===== src/rtl/alu_pkg.sv =====
// Shared definitions for the sequential ALU: select codes, FSM states, flag bundle.
// Pure types and constants; no logic.
package alu_pkg;

  localparam int ALU_WIDTH = 4;

  localparam logic [1:0] OP_ADD = 2'b00;
  localparam logic [1:0] OP_SUB = 2'b01;
  localparam logic [1:0] OP_MUL = 2'b10;
  localparam logic [1:0] OP_DIV = 2'b11;

  typedef enum logic [1:0] {
    ST_IDLE = 2'd0,
    ST_EXEC = 2'd1,
    ST_RESP = 2'd2
  } alu_state_e;

  typedef struct packed {
    logic zero;
    logic carry;
    logic sign;
    logic parity;
    logic overflow;
    logic div_by_zero;
  } alu_flags_t;

endpackage


===== src/rtl/alu_iter_muldiv.sv =====
// Unsigned WIDTH-step shift-add multiplier / restoring divider on operand magnitudes.
// Loads on start_i; done_o is high during the last step, with result_o showing that step's outcome.
module alu_iter_muldiv #(
  parameter int WIDTH = 4
) (
  input  logic               clk,
  input  logic               rst_n,
  input  logic               start_i,
  input  logic               is_div_i,
  input  logic [WIDTH-1:0]   a_mag_i,
  input  logic [WIDTH-1:0]   b_mag_i,
  output logic               done_o,
  output logic [2*WIDTH-1:0] result_o
);

  localparam int CW = (WIDTH > 2) ? $clog2(WIDTH) : 1;
  localparam logic [CW-1:0] LAST = CW'(WIDTH - 1);

  logic               busy_q;
  logic               is_div_q;
  logic [CW-1:0]      cnt_q;
  logic [2*WIDTH-1:0] acc_q;
  logic [2*WIDTH-1:0] mcand_q;
  logic [WIDTH-1:0]   mplier_q;
  logic [WIDTH-1:0]   rem_q;
  logic [WIDTH-1:0]   quo_q;
  logic [WIDTH-1:0]   dvs_q;

  logic [2*WIDTH-1:0] acc_d;
  logic [WIDTH:0]     trial;
  logic [WIDTH:0]     trial_diff;
  logic               trial_ge;
  logic [WIDTH-1:0]   rem_d;
  logic [WIDTH-1:0]   quo_d;

  always_comb begin
    acc_d      = acc_q + (mplier_q[0] ? mcand_q : '0);
    // quo_q doubles as the dividend shift register; quotient bits enter from the bottom
    trial      = {rem_q, quo_q[WIDTH-1]};
    trial_diff = trial - {1'b0, dvs_q};
    trial_ge   = (trial >= {1'b0, dvs_q});
    rem_d      = trial_ge ? trial_diff[WIDTH-1:0] : trial[WIDTH-1:0];
    quo_d      = {quo_q[WIDTH-2:0], trial_ge};
    result_o   = is_div_q ? {{WIDTH{1'b0}}, quo_d} : acc_d;
    done_o     = busy_q && (cnt_q == LAST);
  end

  always_ff @(posedge clk or negedge rst_n) begin
    if (!rst_n) begin
      busy_q   <= 1'b0;
      is_div_q <= 1'b0;
      cnt_q    <= '0;
      acc_q    <= '0;
      mcand_q  <= '0;
      mplier_q <= '0;
      rem_q    <= '0;
      quo_q    <= '0;
      dvs_q    <= '0;
    end else if (start_i) begin
      busy_q   <= 1'b1;
      is_div_q <= is_div_i;
      cnt_q    <= '0;
      acc_q    <= '0;
      mcand_q  <= {{WIDTH{1'b0}}, a_mag_i};
      mplier_q <= b_mag_i;
      rem_q    <= '0;
      quo_q    <= a_mag_i;
      dvs_q    <= b_mag_i;
    end else if (busy_q) begin
      acc_q    <= acc_d;
      mcand_q  <= {mcand_q[2*WIDTH-2:0], 1'b0};
      mplier_q <= {1'b0, mplier_q[WIDTH-1:1]};
      rem_q    <= rem_d;
      quo_q    <= quo_d;
      cnt_q    <= cnt_q + 1'b1;
      if (cnt_q == LAST) begin
        busy_q <= 1'b0;
      end
    end
  end

endmodule


===== src/rtl/alu_seq_unit.sv =====
// Handshaked signed ALU: add/sub respond 1 cycle after accept, mul/div WIDTH+1 (div by zero 2).
// Accepts only in IDLE; the registered response is held until rsp_ready.
module alu_seq_unit
  import alu_pkg::*;
#(
  parameter int WIDTH = ALU_WIDTH
) (
  input  logic             clk,
  input  logic             rst_n,
  input  logic             req_valid,
  output logic             req_ready,
  input  logic [WIDTH-1:0] a,
  input  logic [WIDTH-1:0] b,
  input  logic [1:0]       select,
  output logic             rsp_valid,
  input  logic             rsp_ready,
  output logic [WIDTH-1:0] out,
  output logic             zero,
  output logic             carry,
  output logic             sign,
  output logic             parity,
  output logic             overflow,
  output logic             div_by_zero
);

  alu_state_e       state_q;
  logic [1:0]       op_q;
  logic             neg_q;
  logic             dbz_q;
  logic [WIDTH-1:0] out_q;
  alu_flags_t       flags_q;

  logic               accept;
  logic               a_neg;
  logic               b_neg;
  logic               b_zero;
  logic               is_md;
  logic               md_start;
  logic [WIDTH-1:0]   a_mag;
  logic [WIDTH-1:0]   b_mag;
  logic               md_done;
  logic [2*WIDTH-1:0] md_result;
  logic [2*WIDTH-1:0] prod_s;
  logic [WIDTH-1:0]   quo_s;
  logic [WIDTH:0]     sum_w;
  logic [WIDTH:0]     dif_w;

  logic [WIDTH-1:0] res_out;
  logic             res_carry;
  logic             res_ovf;
  logic             res_dbz;
  logic             res_load;
  alu_flags_t       flags_d;

  assign accept   = (state_q == ST_IDLE) && req_valid;
  assign a_neg    = a[WIDTH-1];
  assign b_neg    = b[WIDTH-1];
  assign b_zero   = (b == '0);
  assign is_md    = select[1];
  assign md_start = accept && is_md && !((select == OP_DIV) && b_zero);
  assign a_mag    = a_neg ? -a : a;
  assign b_mag    = b_neg ? -b : b;

  alu_iter_muldiv #(
    .WIDTH (WIDTH)
  ) u_iter (
    .clk      (clk),
    .rst_n    (rst_n),
    .start_i  (md_start),
    .is_div_i (select == OP_DIV),
    .a_mag_i  (a_mag),
    .b_mag_i  (b_mag),
    .done_o   (md_done),
    .result_o (md_result)
  );

  always_comb begin
    sum_w     = {1'b0, a} + {1'b0, b};
    dif_w     = {1'b0, a} - {1'b0, b};
    prod_s    = neg_q ? -md_result : md_result;
    quo_s     = neg_q ? -md_result[WIDTH-1:0] : md_result[WIDTH-1:0];
    res_out   = '0;
    res_carry = 1'b0;
    res_ovf   = 1'b0;
    res_dbz   = 1'b0;
    res_load  = 1'b0;
    if (accept && !is_md) begin
      res_load = 1'b1;
      if (select == OP_ADD) begin
        res_out   = sum_w[WIDTH-1:0];
        res_carry = sum_w[WIDTH];
        res_ovf   = (a_neg == b_neg) && (sum_w[WIDTH-1] != a_neg);
      end else begin
        res_out   = dif_w[WIDTH-1:0];
        res_carry = dif_w[WIDTH];
        res_ovf   = (a_neg != b_neg) && (dif_w[WIDTH-1] != a_neg);
      end
    end else if ((state_q == ST_EXEC) && dbz_q) begin
      res_load = 1'b1;
      res_dbz  = 1'b1;
    end else if ((state_q == ST_EXEC) && md_done) begin
      res_load = 1'b1;
      if (op_q == OP_MUL) begin
        res_out = prod_s[WIDTH-1:0];
        // product fits iff its top WIDTH+1 bits are all sign copies
        res_ovf = !((&prod_s[2*WIDTH-1:WIDTH-1]) || !(|prod_s[2*WIDTH-1:WIDTH-1]));
      end else begin
        res_out = quo_s;
        res_ovf = !neg_q && md_result[WIDTH-1];
      end
    end
    flags_d.zero        = (res_out == '0);
    flags_d.carry       = res_carry;
    flags_d.sign        = res_out[WIDTH-1];
    flags_d.parity      = ^res_out;
    flags_d.overflow    = res_ovf;
    flags_d.div_by_zero = res_dbz;
  end

  always_ff @(posedge clk or negedge rst_n) begin
    if (!rst_n) begin
      state_q <= ST_IDLE;
      op_q    <= OP_ADD;
      neg_q   <= 1'b0;
      dbz_q   <= 1'b0;
      out_q   <= '0;
      flags_q <= '0;
    end else begin
      if (res_load) begin
        out_q   <= res_out;
        flags_q <= flags_d;
      end
      case (state_q)
        ST_IDLE: begin
          if (req_valid) begin
            op_q    <= select;
            neg_q   <= a_neg ^ b_neg;
            dbz_q   <= (select == OP_DIV) && b_zero;
            state_q <= is_md ? ST_EXEC : ST_RESP;
          end
        end
        ST_EXEC: begin
          if (dbz_q || md_done) begin
            state_q <= ST_RESP;
          end
        end
        ST_RESP: begin
          if (rsp_ready) begin
            state_q <= ST_IDLE;
          end
        end
        default: state_q <= ST_IDLE;
      endcase
    end
  end

  assign req_ready   = (state_q == ST_IDLE);
  assign rsp_valid   = (state_q == ST_RESP);
  assign out         = out_q;
  assign zero        = flags_q.zero;
  assign carry       = flags_q.carry;
  assign sign        = flags_q.sign;
  assign parity      = flags_q.parity;
  assign overflow    = flags_q.overflow;
  assign div_by_zero = flags_q.div_by_zero;

endmodule


===== config.mk =====
export PLATFORM = sky130hd
export DESIGN_NAME = alu_seq_unit
export DESIGN_NICKNAME = d
export VERILOG_FILES = /design/src/rtl/alu_pkg.sv /design/src/rtl/alu_iter_muldiv.sv /design/src/rtl/alu_seq_unit.sv
export SDC_FILE = /design/constraint.sdc
export NUM_CORES = 1
export LEC_CHECK = 0
export BUFFER_PORTS_ARGS = -buffer_cell sky130_fd_sc_hd__buf_2
export CAP_MARGIN = 15
export CORE_UTILIZATION = 55
export DETAILED_ROUTE_END_ITERATION = 6
export PLACE_DENSITY_LB_ADDON = 0.08
export SYNTH_ARGS = -nofsm -noshare
export SYNTH_HDL_FRONTEND = slang
export SYNTH_HIERARCHICAL = 1
export SYNTH_SLANG_ARGS = --single-unit

===== constraint.sdc =====
create_clock -name clk -period 3.7 [get_ports clk]
set_input_delay 0.74 -clock clk [delete_from_list [all_inputs] [get_ports clk]]
set_output_delay 0.74 -clock clk [all_outputs]
set_load 0.02 [all_outputs]

==> metrics.md <==
| Metric | Value |
|---|---|
| Status | completed |
| Final core occ | 0.6273 |
| Routed len/inst | 15.17 µm |
| Antenna violations before repair | 0 |
| Nets@finish | about 440 |
| Hold slack final | 481.6 ps |
| Tightest Pin Transition | roughly 880 ps |
| Leak pwr | ~0.0018 µW |
| First-pass GRT wire length | 11.92 mm |
| Max FO, Critical Path | 10 |
| Die height | 81.53 µm |
| Fin. Hold Viols | 0 |
| Area contributors post-synth | dfrtp_1, ha_1, mux2i_1, nor2_1, o21ai_0 |
| Worst setup path startpoint | u_iter/mplier_q[0] |
| Post-synth EDFFs | 0 |
| Post-synthesis cell type count | 58 |
| Power Total | about 3200 µW |
| Hold path start | out[0] |
| PwrDens | 851.0 nW/µm² |
| DIE AREA | 6646 µm² |
| Commonest cells after routing, fill and taps aside | dfrtp_1, nor2_1, nand2_1 |
| Relative slew slack | 0.4149 |
| VDD IR max | 0.6258 mV |
| Mapped Area | 3478 µm² |
| DRT Wirelength | between 7 and 8 mm |
| R2R Setup Slk | 400 ps |
| Async SR Flop Fraction | 1.000 |
| Synth warn | 6 |
| Crit path required time | between 3000 and 4000 ps |
| Antenna diodes | 0 |
| Area of the multi-input gates | approximately 2000 µm² |
| Share of cells above drive strength 1 | 0.1494 |
| Die X | ~80 µm |
| Fmax | 0.3031 GHz |
| Layout Skew | 6.064 ps |
| Worst Hold Class | reg2reg |
| # port buffers | 25 |
| Site Rows | 28 |
| Vias per cell | 5.594 |
| Seq/Total Area, Yosys | 0.3669 |
| Seq cells post-synth | 51 |
| Clk pin slew, worst setup/hold paths | 100 ps |
| # IOs | 26 |
| Clock buffer depth | 2 |
| GPL Wtd Cong | 0.8912 |
| TNS Setup | 0 ps |
| Starting Density | 0.5772 |
| Post-Syn Instances | 374 |
| Overflow left after global routing | 0 |
| Detailed-route DRC error count | 0 |
| Detailed placement HPWL | 5.367 mm |
| Startpoint types | flop |
| Predominant post-synthesis flop cell | dfrtp_1 |
| Cell taking the most area after synthesis | dfrtp_1 |
| Fin crit share | 0.8915 |
| Final min period | 3299 ps |
| Drt initial violations | 107 |
| Tot GR Track Use | 0.2366 |
| Crit path kind | reg2reg |
| Synth Net Count | between 400 and 500 |
| Vias in the first global route | 2419 |
| Slew Viols, Final | 0 |
| Most common cell after layout, fill and taps aside | dfrtp_1 |
| DR pass1 iterations | 4 |
| Fillers | 545 |
| Top-area cell type share of the netlist area | 0.3669 |
| Seq. cell area | 1276 µm² |
| H-tree level count | 2 |
| Crit Reg-Reg Startpoint | u_iter/mplier_q[0] |
| Final setup vio count | 0 |
| Largest net degree at the start of global routing | 47 |
| Post-Syn Area per Cell | 9.300 µm² |
| TritonCTS clock tree | built |
| Max Cap Viol | 0 |
| Arrival @ worst endpoint | 3450 ps |
| Clock root buffer | clkbuf_8 |
| Number of routed nets with antenna violations | 0 |
| RSZ-0062 raised after global routing | false |
| Clock latency at the later pin of the worst-skew pair | about 300 ps |
| CTS sink count | 51 |
| Vias | 2629 |
| CP Capture Type | flop |
| Core area | 6026 µm² |
| Area Overhead vs Synth | 8.669% |
| Number of CTS-inserted buffers | 5 |
-- what timing repair did --
item,4_1_cts,5_1_grt
gates resized for setup,0,1
endpoints found under the setup margin,0,1
buffers inserted,0,0
hold buffers,0,0
hold endpoints to repair,0,0
-- worst max-delay path, cell delays in order (launching register included) --
cell     delay, ps
dfrtp_1        470
and2_1         170
ha_1           200
fa_1           400
xor2_1         190
mux2_2         300
or3_4          420
nand2_1         90
xor2_1          90
nor3_1         240
a21oi_1         70
ha_1           290
xnor2_1        130
o21ai_0         80
-- through the flow --
step                cell area [µm²]  instances  worst slack, ps
floorplan                      3478        374            638.6
global placement               3659        462            469.5
detailed placement             3659        462            398.6
CTS                            3780        470            375.8
global route                   3780        470            67.01
finish                         3780        470            401.3
-- worst paths after layout --
check,to,depth (start not counted)
max in group asynchronous,u_iter/rem_q[2],2
setup / recovery,parity,13
min in group asynchronous,u_iter/mcand_q[5],1
setup reg to reg,parity,13
hold reg to reg,out[0],2
hold / removal,out[0],2
-- synth_stat cells, drive strengths merged, types with 2 or more instances --
master	number
a211oi	9
a21boi	2
a21o	2
a21oi	13
a22oi	4
and2	10
and4	2
buf	8
clkbuf	8
dfrtp	51
fa	4
ha	25
inv	24
mux2	9
mux2i	17
nand2	34
nand2b	7
nand3	4
nand4b	2
nor2	40
nor2b	19
nor3	3
nor4	2
o211ai	2
o21a	3
o21ai	28
or2	3
or3	2
or4	3
xnor2	11
xor2	8
-- flip-flops by register name, summed over array words and instances, names as in the netlist --
signal / cells
carry: 1
u_iter/acc_q: 8
out: 4
u_iter/mplier_q: 4
zero: 1
u_iter/mcand_q: 8
parity: 1
u_iter/dvs_q: 4
overflow: 1
u_iter/rem_q: 4
u_iter/cnt_q: 2
u_iter/busy_q: 1
u_iter/quo_q: 4
op_q: 2
u_iter/is_div_q: 1
dbz_q: 1
neg_q: 1
state_q: 2
div_by_zero: 1
-- power by group --
part	total (µW)	internal, µW	switching (µW)	leakage [µW]
Sequential	1000	804	199	0.000646
Clock	413	223	190	0.0000618
Combinational	1800	816	985	0.00112
-- logic make-up (layout without fill, tap and decap cells) --
family / count (synthesis) / count (layout) / share of synthesized area
and+or+nand+nor: 134 / 134 / 0.1964
AOI/OAI and AO/OA: 74 / 74 / 0.1435
DFF: 51 / 51 / 0.3669
buffers and inverters: 40 / 61 / 0.04640
adders and majority gates: 29 / 29 / 0.1130
muxes: 26 / 26 / 0.07914
xor gates and xnor gates: 20 / 20 / 0.05468
-- final cells by class --
| cell class | instances | share of cell area |
|---|---|---|
| clock buffer | 6 | 0.02185 |
| tap | 75 | 0.02483 |
| timing repair buffer | 29 | 0.04105 |
| clock inverter | 2 | 0.01026 |
| inverter | 24 | 0.02383 |
| multi-input combinational | 283 | 0.5405 |
| sequential | 51 | 0.3376 |
-- routing by layer --
layer,track usage,vias up,share of wire
li1,-,1326,-
met1,0.3543,1270,0.52
met2,0.3617,31,0.45
met3,0.03667,2,0.024
met4,0.04286,0,0.0029
met5,0,-,0
Note: power is estimated with default switching activity, not from simulation.
